**src/rtl/cpu_pkg.sv**
```systemverilog
// Shared core definitions: call-stack FSM encoding and default PC/stack sizing,
// also consumed by reg_f so both sides agree on the frame-slot range.
package cpu_pkg;

  localparam int CS_PC_WIDTH = 6;
  localparam int CS_DEPTH    = 8;

  typedef enum logic [1:0] {
    CS_IDLE,
    CS_PUSH,
    CS_POP_ADDR,
    CS_POP_COMMIT
  } cs_state_t;

endpackage

```
**src/rtl/cs_ret_mem.sv**
```systemverilog
// Return-address store: one synchronous write port, one registered read port.
// Contents are deliberately not reset; slot 0 exists but is never written.
module cs_ret_mem #(
  parameter int W     = 6,
  parameter int DEPTH = 8,
  parameter int AW    = 4
) (
  input  logic          clk,
  input  logic          we,
  input  logic [AW-1:0] waddr,
  input  logic [W-1:0]  wdata,
  input  logic [AW-1:0] raddr,
  output logic [W-1:0]  rdata
);

  logic [W-1:0] mem [0:DEPTH];
  logic [W-1:0] rdata_q;

  always_ff @(posedge clk) begin
    if (we) begin
      mem[waddr] <= wdata;
    end
    rdata_q <= mem[raddr];
  end

  assign rdata = rdata_q;

endmodule

```
**src/rtl/call_stack_ctrl.sv**
```systemverilog
// Call/return controller: drives the register-file context stack, keeps the
// matching return addresses and issues one-cycle PC loads to fetch.
module call_stack_ctrl
  import cpu_pkg::*;
#(
  parameter int PC_WIDTH = CS_PC_WIDTH,
  parameter int DEPTH    = CS_DEPTH,
  localparam int DW      = $clog2(DEPTH + 1)
) (
  input  logic                clk,
  input  logic                rst,
  input  logic                cs_call,
  input  logic                cs_ret,
  input  logic [PC_WIDTH-1:0] cs_target,
  input  logic [PC_WIDTH-1:0] cs_ret_addr,
  input  logic                cs_err_clr,
  output logic                cs_ready,
  output logic                cs_pc_load,
  output logic [PC_WIDTH-1:0] cs_pc_value,
  output logic                rf_stack_push,
  output logic                rf_stack_pop,
  output logic [PC_WIDTH-1:0] rf_stack_pointer,
  output logic [DW-1:0]       cs_depth,
  output logic                cs_full,
  output logic                cs_empty,
  output logic                cs_overflow,
  output logic                cs_underflow
);

  // Handshake: a request is taken on a rising edge only while cs_ready=1;
  // requests seen while busy are dropped, so upstream must hold off until ready.

  cs_state_t           state_q, state_d;
  logic [DW-1:0]       sp_q, sp_d;
  logic [PC_WIDTH-1:0] target_q, target_d;
  logic [PC_WIDTH-1:0] ret_addr_q, ret_addr_d;
  logic                overflow_q, overflow_d;
  logic                underflow_q, underflow_d;

  logic                mem_we;
  logic [DW-1:0]       sp_inc;
  logic [PC_WIDTH-1:0] mem_rdata;
  logic                full, empty;

  assign full   = (sp_q == DW'(DEPTH));
  assign empty  = (sp_q == '0);
  assign sp_inc = sp_q + DW'(1);

  cs_ret_mem #(
    .W     (PC_WIDTH),
    .DEPTH (DEPTH),
    .AW    (DW)
  ) u_ret_mem (
    .clk   (clk),
    .we    (mem_we),
    .waddr (sp_inc),
    .wdata (ret_addr_q),
    .raddr (sp_q),
    .rdata (mem_rdata)
  );

  always_comb begin
    state_d          = state_q;
    sp_d             = sp_q;
    target_d         = target_q;
    ret_addr_d       = ret_addr_q;
    overflow_d       = overflow_q;
    underflow_d      = underflow_q;
    mem_we           = 1'b0;
    cs_ready         = 1'b0;
    cs_pc_load       = 1'b0;
    cs_pc_value      = '0;
    rf_stack_push    = 1'b0;
    rf_stack_pop     = 1'b0;
    rf_stack_pointer = PC_WIDTH'(sp_q);

    // Clear first so an error detected this cycle overrides it.
    if (cs_err_clr) begin
      overflow_d  = 1'b0;
      underflow_d = 1'b0;
    end

    case (state_q)
      CS_IDLE: begin
        cs_ready = 1'b1;
        if (cs_call) begin
          if (!full) begin
            target_d   = cs_target;
            ret_addr_d = cs_ret_addr;
            state_d    = CS_PUSH;
          end else begin
            overflow_d = 1'b1;
          end
        end else if (cs_ret) begin
          if (!empty) begin
            state_d = CS_POP_ADDR;
          end else begin
            underflow_d = 1'b1;
          end
        end
      end
      CS_PUSH: begin
        rf_stack_push    = 1'b1;
        rf_stack_pointer = PC_WIDTH'(sp_inc);
        cs_pc_load       = 1'b1;
        cs_pc_value      = target_q;
        mem_we           = 1'b1;
        sp_d             = sp_inc;
        state_d          = CS_IDLE;
      end
      CS_POP_ADDR: begin
        state_d = CS_POP_COMMIT;
      end
      CS_POP_COMMIT: begin
        rf_stack_pop = 1'b1;
        cs_pc_load   = 1'b1;
        cs_pc_value  = mem_rdata;
        sp_d         = sp_q - DW'(1);
        state_d      = CS_IDLE;
      end
      default: begin
        state_d = CS_IDLE;
      end
    endcase
  end

  always_ff @(posedge clk or posedge rst) begin
    if (rst) begin
      state_q     <= CS_IDLE;
      sp_q        <= '0;
      target_q    <= '0;
      ret_addr_q  <= '0;
      overflow_q  <= 1'b0;
      underflow_q <= 1'b0;
    end else begin
      state_q     <= state_d;
      sp_q        <= sp_d;
      target_q    <= target_d;
      ret_addr_q  <= ret_addr_d;
      overflow_q  <= overflow_d;
      underflow_q <= underflow_d;
    end
  end

  assign cs_depth     = sp_q;
  assign cs_full      = full;
  assign cs_empty     = empty;
  assign cs_overflow  = overflow_q;
  assign cs_underflow = underflow_q;

endmodule

```
**config.mk**
```make
export PLATFORM = sky130hd
export DESIGN_NAME = call_stack_ctrl
export DESIGN_NICKNAME = d
export VERILOG_FILES = /design/src/rtl/cpu_pkg.sv /design/src/rtl/cs_ret_mem.sv /design/src/rtl/call_stack_ctrl.sv
export SDC_FILE = /design/constraint.sdc
export NUM_CORES = 1
export LEC_CHECK = 0
export BUFFER_PORTS_ARGS = -buffer_cell sky130_fd_sc_hd__buf_2
export CAP_MARGIN = 20
export CORE_MARGIN = 2
export CORE_UTILIZATION = 62
export DETAILED_ROUTE_END_ITERATION = 7
export GPL_TIMING_DRIVEN = 0
export HOLD_SLACK_MARGIN = 0.06
export PLACE_DENSITY = 0.86
export SLEW_MARGIN = 20
export SYNTH_ARGS = -nofsm -noshare
export SYNTH_HDL_FRONTEND = slang
export SYNTH_SLANG_ARGS = --single-unit
```
**constraint.sdc**
```tcl
create_clock -name clk -period 6.3 [get_ports clk]
set_input_delay 0.315 -clock clk [delete_from_list [all_inputs] [get_ports clk]]
set_output_delay 0.315 -clock clk [all_outputs]
set_load 0.01 [all_outputs]
```
==> flow_summary.toml <==
[outcome]
outcome = "finished, final reports clean"

[routing]
wl_per_cell_microns = 17.7
ant_nets = 0
first_pass_iters = 4
viasPerCell = 5.62
wl_microns = 6530
vias = 2069
drc_errors = 0
drtIter0Drc = 136

[run]
max_cap_viol_count = 0

[clocking]
cts_tree = "built"
holdBufCountCts = 0
path_clk_slew_ns = 0.09
h-tree-depth = 3
clockBufferDepth = 2
post_cts_buffers = 0
insertion_delay_ns = 0.35
clock-sinks = 80
clockRootBuffer = "clkbuf_8"
cts_buffers = 9
cts-resized-gates = 0

[placement]
portBuffers = 38
gp_congestion = 0.817
dpl.hpwl_microns = 4410

[yosys]
synthCells = 241
syn_area_sq_um = 3460
ys_ff_latch = 80
synth_cell_types = 37
synthArstFlopShare_pct = 25.0
synth_warnings = 0
synth_edf_count = 54
seq_area_frac_synth_pct = 64.9
postSynthAreaPerCell_sq_um = 14.3
synth_ff_type = "edfxtp_1"

[power_and_ir_drop]
swShare_pct = 34.8
p_comb_share_pct = 38.2
power_leakage_nw = 1.59
p_int_mw = 1.33
pwr-share-clk_pct = 19.9
powerDensity_nw_per_um2 = 515
ir_drop_mv = 0.427
seqPwrFrac_pct = 41.9
p_switching_uw = 711

[finish]
final_nets = 314
final_util_pct = 73.0
final_common_cell = "edfxtp_1"
synthToLayoutAreaGrowth_pct = 14.9
most-common-layout-cells = "edfxtp_1, buf_2, mux2_2"
layout-drive-gt1-share_pct = 30.1
fillerInstances = 345
diodes = 0

[sta]
period_share_pct = 40.7
skew_ns = 0.0183
slew_viol_final = 0
slew-limit-headroom_pct = 29.9
holdWs_ns = 0.103
rsz0062_at_grt = "false"
setup_viol = 0
tightest_slew_ns = 1.05
fin_setup_tns_ns = 0
final-hold-violation-count = 0
fmax_ghz = 0.390
min_period_ns = 2.56

[floorplanning]
core_sq_um = 5440
fp.dieH_microns = 78.7
num_rows = 27
io_pins = 41
dieArea_sq_um = 6190
start_util_pct = 63.6
die_x_microns = 78.7

[min_path]
hold_path.class = "in2async"

[setup_path]
cp-end-kind = "flip-flop"
critical_path_class = "reg2reg"
cp_data_required_time_ns = 6.27
cp_data_arrival_time_ns = 2.53
worstPathMaxFanout = 10
worstSetupStartpointType = "flip-flop"

[global_route]
grt_pass1_wl_microns = 10400
antenna_found_initial = 0
grt.overflow.total = 0
grtUsageTotal_pct = 23.2
grt_pass1_vias = 2022
grt_start_max_net_pins = 21
through the flow:
step,instances,power (mW),worst slack (ns),area (sq um)
global route,368,2.16,3.56,3970
CTS,368,2.05,3.72,3970
global placement,352,1.61,3.83,3740
detailed placement,352,1.65,3.75,3740
floorplan,242,1.41,4.19,3460
finish,368,2.04,3.74,3970
cells in the mapped netlist, types with 4 or more instances:
| cell | count | area share, % |
|---|---|---|
| a221o_1 | 6 | 1.7 |
| buf_2 | 4 | 0.58 |
| buf_4 | 4 | 0.87 |
| dfrtp_1 | 20 | 14 |
| dfxtp_1 | 6 | 3.5 |
| edfxtp_1 | 54 | 47 |
| ha_1 | 6 | 2.2 |
| inv_1 | 8 | 0.87 |
| mux2_2 | 23 | 7.5 |
| mux2i_1 | 19 | 5.5 |
| nand2_1 | 15 | 1.6 |
| nor2_1 | 14 | 1.5 |
| nor2b_1 | 8 | 1.4 |
| o21ai_1 | 7 | 1.0 |
| o22ai_1 | 6 | 1.1 |
| xnor2_1 | 8 | 2.0 |
layer usage:
layer  GRT usage, %  vias to the layer above  part of all wire [%]
met5              0                        -                     0
met4           9.47                        0                   2.3
met3           6.21                       15                   5.1
met2           37.0                       71                    49
met1           30.3                     1009                    43
li1               -                      974                     -
worst max-delay path: stages, from the launching register on:
cell and delay (ns):
dfrtp_1 0.48, buf_6 0.20, buf_12 0.16, buf_12 0.14, nand3_1 0.15, xnor2_1 0.19, nor3b_1 0.86
layout make-up:
class / count / area [sq um] / area share (%)
inverter: 8 / 30.0 / 0.756
tap: 72 / 90.1 / 2.27
buffer: 14 / 113 / 2.84
clock buffer: 14 / 216 / 5.45
sequential: 80 / 2240 / 56.5
clock inverter: 2 / 13.8 / 0.347
multi-input combinational: 140 / 1080 / 27.1
timing repair buffer: 38 / 190 / 4.79
path summary, 6_finish.rpt:
| kind | startpoint | to | slack, ns | cells after the start |
|---|---|---|---|---|
| min in group clk | cs_err_clr | cs_underflow | 0.16 | 2 |
| max in group asynchronous | rst | cs_depth[0] | 5.68 | 2 |
| hold reg to reg | u_ret_mem.mem[8][0] | u_ret_mem.rdata[0] | 0.45 | 2 |
| hold / removal | rst | ret_addr_q[1] | 0.10 | 2 |
| setup / recovery | cs_depth[0] | u_ret_mem.mem[8][0] | 3.74 | 6 |
| setup reg to reg | cs_depth[0] | u_ret_mem.mem[8][0] | 3.74 | 6 |
power groups by stage:
stage	Clock (mW)	Combinational, mW	Sequential, mW
2_1_floorplan	0	0.579	0.829
3_3_place_gp	0	0.754	0.857
3_5_place_dp	0	0.780	0.866
4_1_cts	0.412	0.786	0.855
5_1_grt	0.431	0.855	0.872
6_report	0.407	0.780	0.857
cells by family after synthesis:
group	count (synthesis)	synth area share, %
fa+ha+maj	6	2.17
flops	80	64.9
compound gates	28	5.54
mux	44	13.6
other cells	1	0.108
buf+inv	22	4.13
xor+xnor	9	2.28
simple gates	51	7.27
sequential cells by signal, indices dropped and copies added, names as in the netlist:
register,count
cs_overflow,1
u_ret_mem.mem,54
u_ret_mem.rdata,6
cs_depth,4
ret_addr_q,6
target_q,6
state_q,2
cs_underflow,1
Power figures use the tool's default switching activity.
